### src/rtl/max_unpooling_mult_if.sv
// Row-level handshake bundle for the 2x2 max-unpooling stage.
// It carries the pooled input row and the full-width output row, each with valid/ready.
interface max_unpooling_mult_if #(
  parameter int DATA_BITS = 8,
  parameter int D         = 1,
  parameter int W         = 24
) ();
  logic                          valid_i;
  logic                          ready_o;
  logic [(W/2)*D*DATA_BITS-1:0]  multi_input_data;
  logic [(W/2)*2-1:0]            idx_i;
  logic                          valid_o;
  logic                          ready_i;
  logic [W*D*DATA_BITS-1:0]      multi_output_data;
  logic                          last_o;

  modport master (
    output valid_i, multi_input_data, idx_i, ready_i,
    input  ready_o, valid_o, multi_output_data, last_o
  );

  modport slave (
    input  valid_i, multi_input_data, idx_i, ready_i,
    output ready_o, valid_o, multi_output_data, last_o
  );
endinterface

### src/rtl/max_unpooling_mult.sv
// 2x2 stride-2 unpooling: each pooled row is expanded into a top and a bottom full-width row,
// either by replication (MODE=0) or by argmax switches with zero fill (MODE=1).
module max_unpooling_mult #(
  parameter int DATA_BITS = 8,
  parameter int D         = 1,
  parameter int H         = 24,
  parameter int W         = 24,
  parameter int MODE      = 0
) (
  input  logic               clk,
  input  logic               reset,
  max_unpooling_mult_if.slave bus
);
  localparam int PIX_W = D * DATA_BITS;
  localparam int IN_W  = (W / 2) * PIX_W;
  localparam int IDX_W = (W / 2) * 2;
  localparam int OUT_W = W * PIX_W;
  localparam int ROWS  = H / 2;
  localparam int CNT_W = (ROWS > 1) ? $clog2(ROWS) : 1;
  localparam logic [CNT_W-1:0] CNT_LAST = CNT_W'(ROWS - 1);

  typedef enum logic [1:0] {
    IDLE = 2'd0,
    TOP  = 2'd1,
    BOT  = 2'd2
  } state_e;

  state_e             state_q;
  logic [IN_W-1:0]    data_q;
  logic [IDX_W-1:0]   idx_q;
  logic [CNT_W-1:0]   row_cnt_q;
  logic [OUT_W-1:0]   out_q;
  logic               valid_q;
  logic               last_q;

  logic               ready_s;
  logic               in_fire_s;
  logic [OUT_W-1:0]   top_row_d;
  logic [OUT_W-1:0]   bot_row_d;
  logic [CNT_W-1:0]   row_cnt_d;

  // Output pixel k takes pooled pixel k>>1; in indexed mode only the switch-selected slot keeps it.
  function automatic logic [OUT_W-1:0] expand_row(input logic [IN_W-1:0]  data,
                                                  input logic [IDX_W-1:0] idx,
                                                  input logic             r);
    logic [OUT_W-1:0] row;
    row = '0;
    for (int k = 0; k < W; k++) begin
      if ((MODE == 0) || (idx[2*(k/2) +: 2] == {r, k[0]})) begin
        row[k*PIX_W +: PIX_W] = data[(k/2)*PIX_W +: PIX_W];
      end else begin
        row[k*PIX_W +: PIX_W] = '0;
      end
    end
    return row;
  endfunction

  assign top_row_d = expand_row(bus.multi_input_data, bus.idx_i, 1'b0);
  assign bot_row_d = expand_row(data_q, idx_q, 1'b1);
  assign row_cnt_d = (row_cnt_q == CNT_LAST) ? '0 : row_cnt_q + CNT_W'(1);
  assign in_fire_s = bus.valid_i & ready_s;

  // The BOT beat frees the buffer, so the next row may be taken in the same cycle it drains.
  always_comb begin
    ready_s = 1'b0;
    if (reset) begin
      ready_s = 1'b0;
    end else begin
      case (state_q)
        IDLE:    ready_s = 1'b1;
        BOT:     ready_s = bus.ready_i;
        default: ready_s = 1'b0;
      endcase
    end
  end

  // Row FSM; the output row is precomputed into out_q so nothing downstream sees the input bus.
  always_ff @(posedge clk) begin
    if (reset) begin
      state_q   <= IDLE;
      data_q    <= '0;
      idx_q     <= '0;
      row_cnt_q <= '0;
      out_q     <= '0;
      valid_q   <= 1'b0;
      last_q    <= 1'b0;
    end else begin
      case (state_q)
        IDLE: begin
          if (in_fire_s) begin
            data_q  <= bus.multi_input_data;
            idx_q   <= bus.idx_i;
            out_q   <= top_row_d;
            valid_q <= 1'b1;
            state_q <= TOP;
          end
        end
        TOP: begin
          if (bus.ready_i) begin
            out_q   <= bot_row_d;
            last_q  <= (row_cnt_q == CNT_LAST);
            state_q <= BOT;
          end
        end
        BOT: begin
          if (bus.ready_i) begin
            row_cnt_q <= row_cnt_d;
            last_q    <= 1'b0;
            if (bus.valid_i) begin
              data_q  <= bus.multi_input_data;
              idx_q   <= bus.idx_i;
              out_q   <= top_row_d;
              state_q <= TOP;
            end else begin
              out_q   <= '0;
              valid_q <= 1'b0;
              state_q <= IDLE;
            end
          end
        end
        default: begin
          out_q   <= '0;
          valid_q <= 1'b0;
          last_q  <= 1'b0;
          state_q <= IDLE;
        end
      endcase
    end
  end

  assign bus.ready_o           = ready_s;
  assign bus.valid_o           = valid_q;
  assign bus.multi_output_data = out_q;
  assign bus.last_o            = last_q;
endmodule

### src/flat_wrapper.sv
// flat-port wrapper written by rule: the top's interface ports become plain ports
module max_unpooling_mult_flat 
#(
  parameter int DATA_BITS = 8,
  parameter int D         = 1,
  parameter int H         = 24,
  parameter int W         = 24,
  parameter int MODE      = 0
)
  (clk, reset, bus_valid_i, bus_multi_input_data, bus_idx_i, bus_ready_i, bus_ready_o, bus_valid_o, bus_multi_output_data, bus_last_o);
  max_unpooling_mult_if #(.DATA_BITS(DATA_BITS), .D(D), .W(W)) bus_i ();
  input  logic clk;
  input  logic reset;
  input wire logic [$bits(bus_i.valid_i)-1:0] bus_valid_i;
  input wire logic [$bits(bus_i.multi_input_data)-1:0] bus_multi_input_data;
  input wire logic [$bits(bus_i.idx_i)-1:0] bus_idx_i;
  input wire logic [$bits(bus_i.ready_i)-1:0] bus_ready_i;
  output wire logic [$bits(bus_i.ready_o)-1:0] bus_ready_o;
  output wire logic [$bits(bus_i.valid_o)-1:0] bus_valid_o;
  output wire logic [$bits(bus_i.multi_output_data)-1:0] bus_multi_output_data;
  output wire logic [$bits(bus_i.last_o)-1:0] bus_last_o;
  assign bus_i.valid_i = bus_valid_i;
  assign bus_i.multi_input_data = bus_multi_input_data;
  assign bus_i.idx_i = bus_idx_i;
  assign bus_i.ready_i = bus_ready_i;
  assign bus_ready_o = bus_i.ready_o;
  assign bus_valid_o = bus_i.valid_o;
  assign bus_multi_output_data = bus_i.multi_output_data;
  assign bus_last_o = bus_i.last_o;
  max_unpooling_mult #(.DATA_BITS(DATA_BITS), .D(D), .H(H), .W(W), .MODE(MODE)) u_core (.clk(clk), .reset(reset), .bus(bus_i));
endmodule
### config.mk
export PLATFORM = sky130hd
export DESIGN_NAME = max_unpooling_mult_flat
export DESIGN_NICKNAME = d
export VERILOG_FILES = /design/src/rtl/max_unpooling_mult_if.sv /design/src/rtl/max_unpooling_mult.sv /design/src/flat_wrapper.sv
export SDC_FILE = /design/constraint.sdc
export NUM_CORES = 1
export LEC_CHECK = 0
export BUFFER_PORTS_ARGS = -buffer_cell sky130_fd_sc_hd__buf_4
export CAP_MARGIN = 20
export CORE_MARGIN = 3
export CORE_UTILIZATION = 30
export DETAILED_ROUTE_END_ITERATION = 6
export PLACE_DENSITY = 0.62
export REMOVE_ABC_BUFFERS = 1
export SYNTH_ARGS = -nofsm -noshare
export SYNTH_HDL_FRONTEND = slang
export SYNTH_SLANG_ARGS = --single-unit
### constraint.sdc
create_clock -name clk -period 3.96 [get_ports clk]
set_input_delay 0.792 -clock clk [delete_from_list [all_inputs] [get_ports clk]]
set_output_delay 0.792 -clock clk [all_outputs]
set_load 0.1 [all_outputs]
### After elaboration in Yosys (flattened, before gate mapping)

Index checks and enable logic that the tools add are counted.

| operators by class | value |
|---|---|
| $add $sub $neg | 1 |
| $mul | 0 |
| div/mod/pow operators | 0 |
| magnitude comparators | 0 |
| equality and inequality tests | 8 |
| shift-type cells | 0 |
| mux-type cells | 24 |
| bitwise gates (word level) | 3 |
| reductions and logical operators | 7 |

Operator list:

| operator | number |
|---|---|
| two-way mux 192 bit | 4 |
| case mux 192 bit (3 select lines) | 1 |
| two-way mux 96 bit | 3 |
| case mux 96 bit (2 select lines) | 1 |
| != test 2 bit (second input constant) | 4 |
| AND reduction 4 bit | 2 |
| two-way mux 1 bit | 7 |
| two-way mux 2 bit | 3 |
| case mux 1 bit (3 select lines) | 2 |
| case mux 2 bit (3 select lines) | 1 |
| AND reduction 3 bit | 2 |
| adder 4 x 1 -> 4 bit (second input constant) | 1 |
| equality test 4 bit (second input constant) | 1 |
| two-way mux 4 bit | 1 |
| equality test 2 x 1 -> 1 bit (second input constant) | 1 |
| equality test 2 bit (second input constant) | 1 |
| logical NOT 2 bit | 1 |
| != test 2 x 1 -> 1 bit (second input constant) | 1 |
| inverter 1 bit | 2 |
| case mux 1 bit (2 select lines) | 1 |
| AND reduction 2 bit | 1 |
| nonzero test 2 bit | 1 |
| AND 1 bit | 1 |

| word-level totals | value |
|---|---|
| register bits | 296 |
| latch bits | 0 |
| bits in writable memories | 0 |
| ROM bits | 0 |
| output and inout port bits | 195 |
| memories kept | 0 |

### Longest topological paths before layout

| depth | value |
|---|---|
| depth in word-level cells | 6 |
| gate-level depth with buffers | 8 |

### Least setup slack after synthesis

Ideal clock, no wire load.

| timing | value |
|---|---|
| path kind | input to output |
| from | in reset |
| to | out bus_ready_o |
| data arrival time | 3.289 ns |
| data required time | 3.168 ns |
| setup slack | -0.121 ns |
| stages on the path | 3 |
| cell sequence | clkbuf_1 > clkbuf_1 > nor3_1 |

| on the way | value |
|---|---|
| cells in the longest elaborated chain, start to end | 1 |

RTL lines:

| element | RTL line | text |
|---|---|---|
| from (decl) | flat_wrapper.sv:13 | `input logic reset;` |
| two-way mux 1 bit | max_unpooling_mult.sv:66 | `if (reset) begin` |
| to (decl) | flat_wrapper.sv:18 | `output wire logic [$bits(bus_i.ready_o)-1:0] bus_ready_o;` |

No other way between the ends.

### Final worst setup path

| timing | value |
|---|---|
| from | reg u_core.state_q[0] |
| to | out bus_ready_o |

| on the way | value |
|---|---|
| cells in the longest elaborated chain, start to end | 3 |
| elaborated cells on any way between the ends | 4 |
| those cells by class | 1 x eq/ne; 2 x mux; 1 x reduce/logical |

RTL lines:

| element | RTL line | text |
|---|---|---|
| from (decl) | max_unpooling_mult.sv:28 | `state_e state_q;` |
| from (signal assigned) | max_unpooling_mult.sv:80 | `state_q <= IDLE;` |
| from (signal assigned) | max_unpooling_mult.sv:95 | `state_q <= TOP;` |
| from (signal assigned) | max_unpooling_mult.sv:102 | `state_q <= BOT;` |
| equality test 2 bit or logical NOT 2 bit (tied branches) | max_unpooling_mult.sv:69 | `case (state_q)` |
| case mux 1 bit (2 select lines) (*) | max_unpooling_mult.sv:69 |  |
| two-way mux 1 bit (*) | max_unpooling_mult.sv:66 |  |

Every way passes the cells marked *; elsewhere a longest branch is shown, timed or not.

==> impl_results.md <==
* Status: completed
* Final setup skew at 0.0146 ns
* DR WL/cell at 15.4 um
* TritonCTS sink count at 200
* HP Class: flip-flop to flip-flop
* FFs w/ async S/R, synth at 0%
* Synth top area cells: sky130_fd_sc_hd__dfxtp_1, sky130_fd_sc_hd__mux2i_1, sky130_fd_sc_hd__buf_4, sky130_fd_sc_hd__nand2_1, sky130_fd_sc_hd__a211oi_1
* Hold violation total from the final report at 0
* All-layer global routing usage at 15.3%
* Starting Density at 30.7%
* Max-Cap Viols at 0
* Final Setup Violations at 0
* Post-Route M1 WL at 12,700 um
* Critical path's largest stage delay at 0.69 ns
* Register clock-pin slew on the reported worst setup and hold paths at 0.07 ns
* Maximum number of pins on one net before global-route repair at 75
* RSZ-0062 raised after global routing: no
* # nets final at 1,460
* Tightest slew margin relative to the limit at 39.2%
* Maximum fanout along the worst path at 45
* Cell Rows at 66
* Seq/Total Area, Yosys at 39.9%
* Final critical path time including I/O delays and setup at 2.83 ns
* Area overhead of the layout relative to synthesis at 23.9%
* Areal power density over the cells at 581 mW/mm^2
* Die area at 0.0356 mm^2
* Via count at 8,492
* Wire length of the first global-routing pass at 44,200 um
* Number of hold-repair buffers added at the cts stage at 0
* Post-detailed-route count of antenna-violating nets at 0
* CP bufs+invs at 2
* Most common cell on crit path: sky130_fd_sc_hd__buf_4
* Part of the cycle the worst path needs at 71.5%
* Post-synthesis cell count at 1,190
* Upper clock frequency limit at 353 MHz
* Remaining global-route overflow at 0
* Mean number of vias per cell at 4.74
* Worst path arrival time at 2.04 ns
* Slowest library cell on the worst path: sky130_fd_sc_hd__buf_4
* Fin cells at 1,790
* Post-Synthesis Cell Area at 0.0100 mm^2
* Type of the worst setup path: flip-flop to output port
* GPL Wtd Cong at 0.722
* Number of buffers created by CTS at 17
* Category of the worst setup path launch point: flip-flop
* Clk buf depth at 2
* Post-CTS setup buffers at 0
* Count of state elements after synthesis at 200
* Ordered list of cells on the worst path: buf_4 -> nor3_1 -> buf_4
* Total instance count after detailed placement at 1,758
* Via count of the first global-routing pass at 8,136
* CTS H-tree depth at 4
* Initial antenna violation count at 1
* Wirelength, routed at 27,600 um
* Die boundary height at 189 um
* # IOs at 319
* Count of final max-slew check failures at 0
* TritonCTS clock tree: built
* Number of inserted filler cells in the final layout at 3,376
* P_leak at 5.06 nW
* Final HPWL from detailed placement at 17,500 um
* Synth unique cells at 34
* Avg Inst Size Synth at 8.43 um^2
* Number of enable-type register cells in the synthesized netlist at 0
* Share of post-route cells with drive strength above 1 at 32.6%
* Total core area at 0.0327 mm^2
* CP required at 3.17 ns
* Kind of cell with the highest combined delay on the critical path: buffers and inverters
* Highest metal used: met5
* 1st-iter DRT viols at 460
* Clock root cell: sky130_fd_sc_hd__clkbuf_16
* Number of buffers added on ports at 294
* Dominant register cell in the synthesized netlist: sky130_fd_sc_hd__dfxtp_1
* Total Power Consumption at 7.21 mW
* Antenna fix cells at 0
* Yosys top cell area share at 39.9%
* Post_cts resized at 0
* Transition time of the tightest slew-check pin at 0.910 ns
* Crit. End Element: output port
* Min Hold Slack at 0.454 ns
* Initial DRT Pass Iterations at 5
* Cell accounting for the most synthesized area: sky130_fd_sc_hd__dfxtp_1
* Detailed route wirelength on metal3 at 1460 um
* VDD IR-drop max at 0.273 mV
* Number of warning messages in the yosys log at 0
* DR DRC count at 0
* DIE WIDTH at 189 um
* Metal2 WL at 13,300 um
* Clock Latency Late Sink at 0.43 ns
-- worst reg2reg max path: stages, from the launching register on --
cell	delay (ns)
sky130_fd_sc_hd__dfxtp_4	0.87
sky130_fd_sc_hd__nor2b_4	0.37
sky130_fd_sc_hd__or3_4	0.55
sky130_fd_sc_hd__buf_12	0.38
sky130_fd_sc_hd__nand2_1	0.09
sky130_fd_sc_hd__a21oi_1	0.16
-- worst paths after layout --
| check | from | end | cells past startpoint | slack, ns |
|---|---|---|---|---|
| worst max-delay path | u_core.state_q[0] | bus_ready_o | 3 | 1.13 |
| worst min-delay path | u_core.data_q[18] | u_core.data_q[18] | 2 | 0.45 |
| worst max register to register | u_core.state_q[1] | u_core.data_q[30] | 5 | 1.46 |
| worst min register to register | u_core.data_q[18] | u_core.data_q[18] | 2 | 0.45 |
-- Yosys cell counts, drive strengths merged (2+ instances only) --
library cell / count
and2: 2
nor2b: 3
a211oi: 88
o21ai: 4
clkbuf: 46
a221oi: 9
inv: 3
nand2: 194
nor2: 192
a21oi: 103
mux2i: 88
buf: 146
nor3: 100
dfxtp: 200
-- cell families (layout without fill, tap and decap cells) --
kind of cell               after synthesis  count (layout)  share of synthesized area, %
DFF                                    200             200                          39.9
adders and majority gates                1               1                         0.125
AOI/OAI and AO/OA                      206             206                          13.0
buffers and inverters                  195             353                          12.5
muxes                                   88              88                          8.79
and+or+nand+nor                        500             500                          25.6
-- per-stage QoR --
| stage | instance area (um^2) | TNS [ns] | utilization, % | setup WS (ns) |
|---|---|---|---|---|
| 2_1_floorplan | 8780 | -503.47 | - | -3.90 |
| 3_3_place_gp | 11800 | 0 | 36.1 | 1.25 |
| 3_5_place_dp | 11800 | 0 | 36.1 | 1.12 |
| 4_1_cts | 12400 | 0 | 38.0 | 1.04 |
| 5_1_grt | 12400 | 0 | 38.0 | 0.996 |
| 6_report | 12400 | 0 | 38.0 | 1.13 |
-- layer usage --
layer | up-vias | track usage, %
met5 | - | 0
met4 | 2 | 3.12
met3 | 10 | 3.46
met2 | 221 | 26.0
met1 | 4017 | 19.8
li1 | 4242 | -
-- sequential cells by signal (all words and copies together), names as in the netlist --
register / flops
u_core.bus.multi_output_data: 96
u_core.data_q: 96
u_core.row_cnt_q: 4
u_core.state_q: 2
u_core.bus.last_o: 1
u_core.bus.valid_o: 1
-- where the power goes --
part | switching, mW | internal (mW)
sequential | 0.169 | 2.18
combinational | 2.33 | 0.663
clock | 0.813 | 1.05
total | 3.31 | 3.90
-- cells in the final DEF (no fill, tap or decap), types with 2 or more instances in the layout --
cell type,count
sky130_fd_sc_hd__nor2_4,41
sky130_fd_sc_hd__nand2_1,194
sky130_fd_sc_hd__mux2i_1,88
sky130_fd_sc_hd__clkbuf_8,3
sky130_fd_sc_hd__clkbuf_16,17
sky130_fd_sc_hd__buf_12,4
sky130_fd_sc_hd__nor3_1,59
sky130_fd_sc_hd__clkinv_4,3
sky130_fd_sc_hd__a21oi_1,103
sky130_fd_sc_hd__dfxtp_1,198
sky130_fd_sc_hd__nor2b_1,2
sky130_fd_sc_hd__a221oi_1,9
sky130_fd_sc_hd__nor2_1,151
sky130_fd_sc_hd__inv_1,3
sky130_fd_sc_hd__bufinv_16,3
sky130_fd_sc_hd__clkbuf_1,2
sky130_fd_sc_hd__dfxtp_4,2
sky130_fd_sc_hd__clkinv_2,2
sky130_fd_sc_hd__a211oi_1,88
sky130_fd_sc_hd__buf_4,313
sky130_fd_sc_hd__nor3_2,40
sky130_fd_sc_hd__o21ai_0,4
-- layout make-up --
type | instances | area, um^2 | area share (%)
Clock buffer | 22 | 474 | 3.82
Clock inverter | 10 | 143 | 1.15
Inverter | 3 | 11.3 | 0.0907
Multi-Input combinational cell | 795 | 4780 | 38.5
Sequential cell | 200 | 4010 | 32.3
Tap cell | 442 | 553 | 4.45
Timing Repair Buffer | 318 | 2440 | 19.7
(Power assumes the default switching activity.)
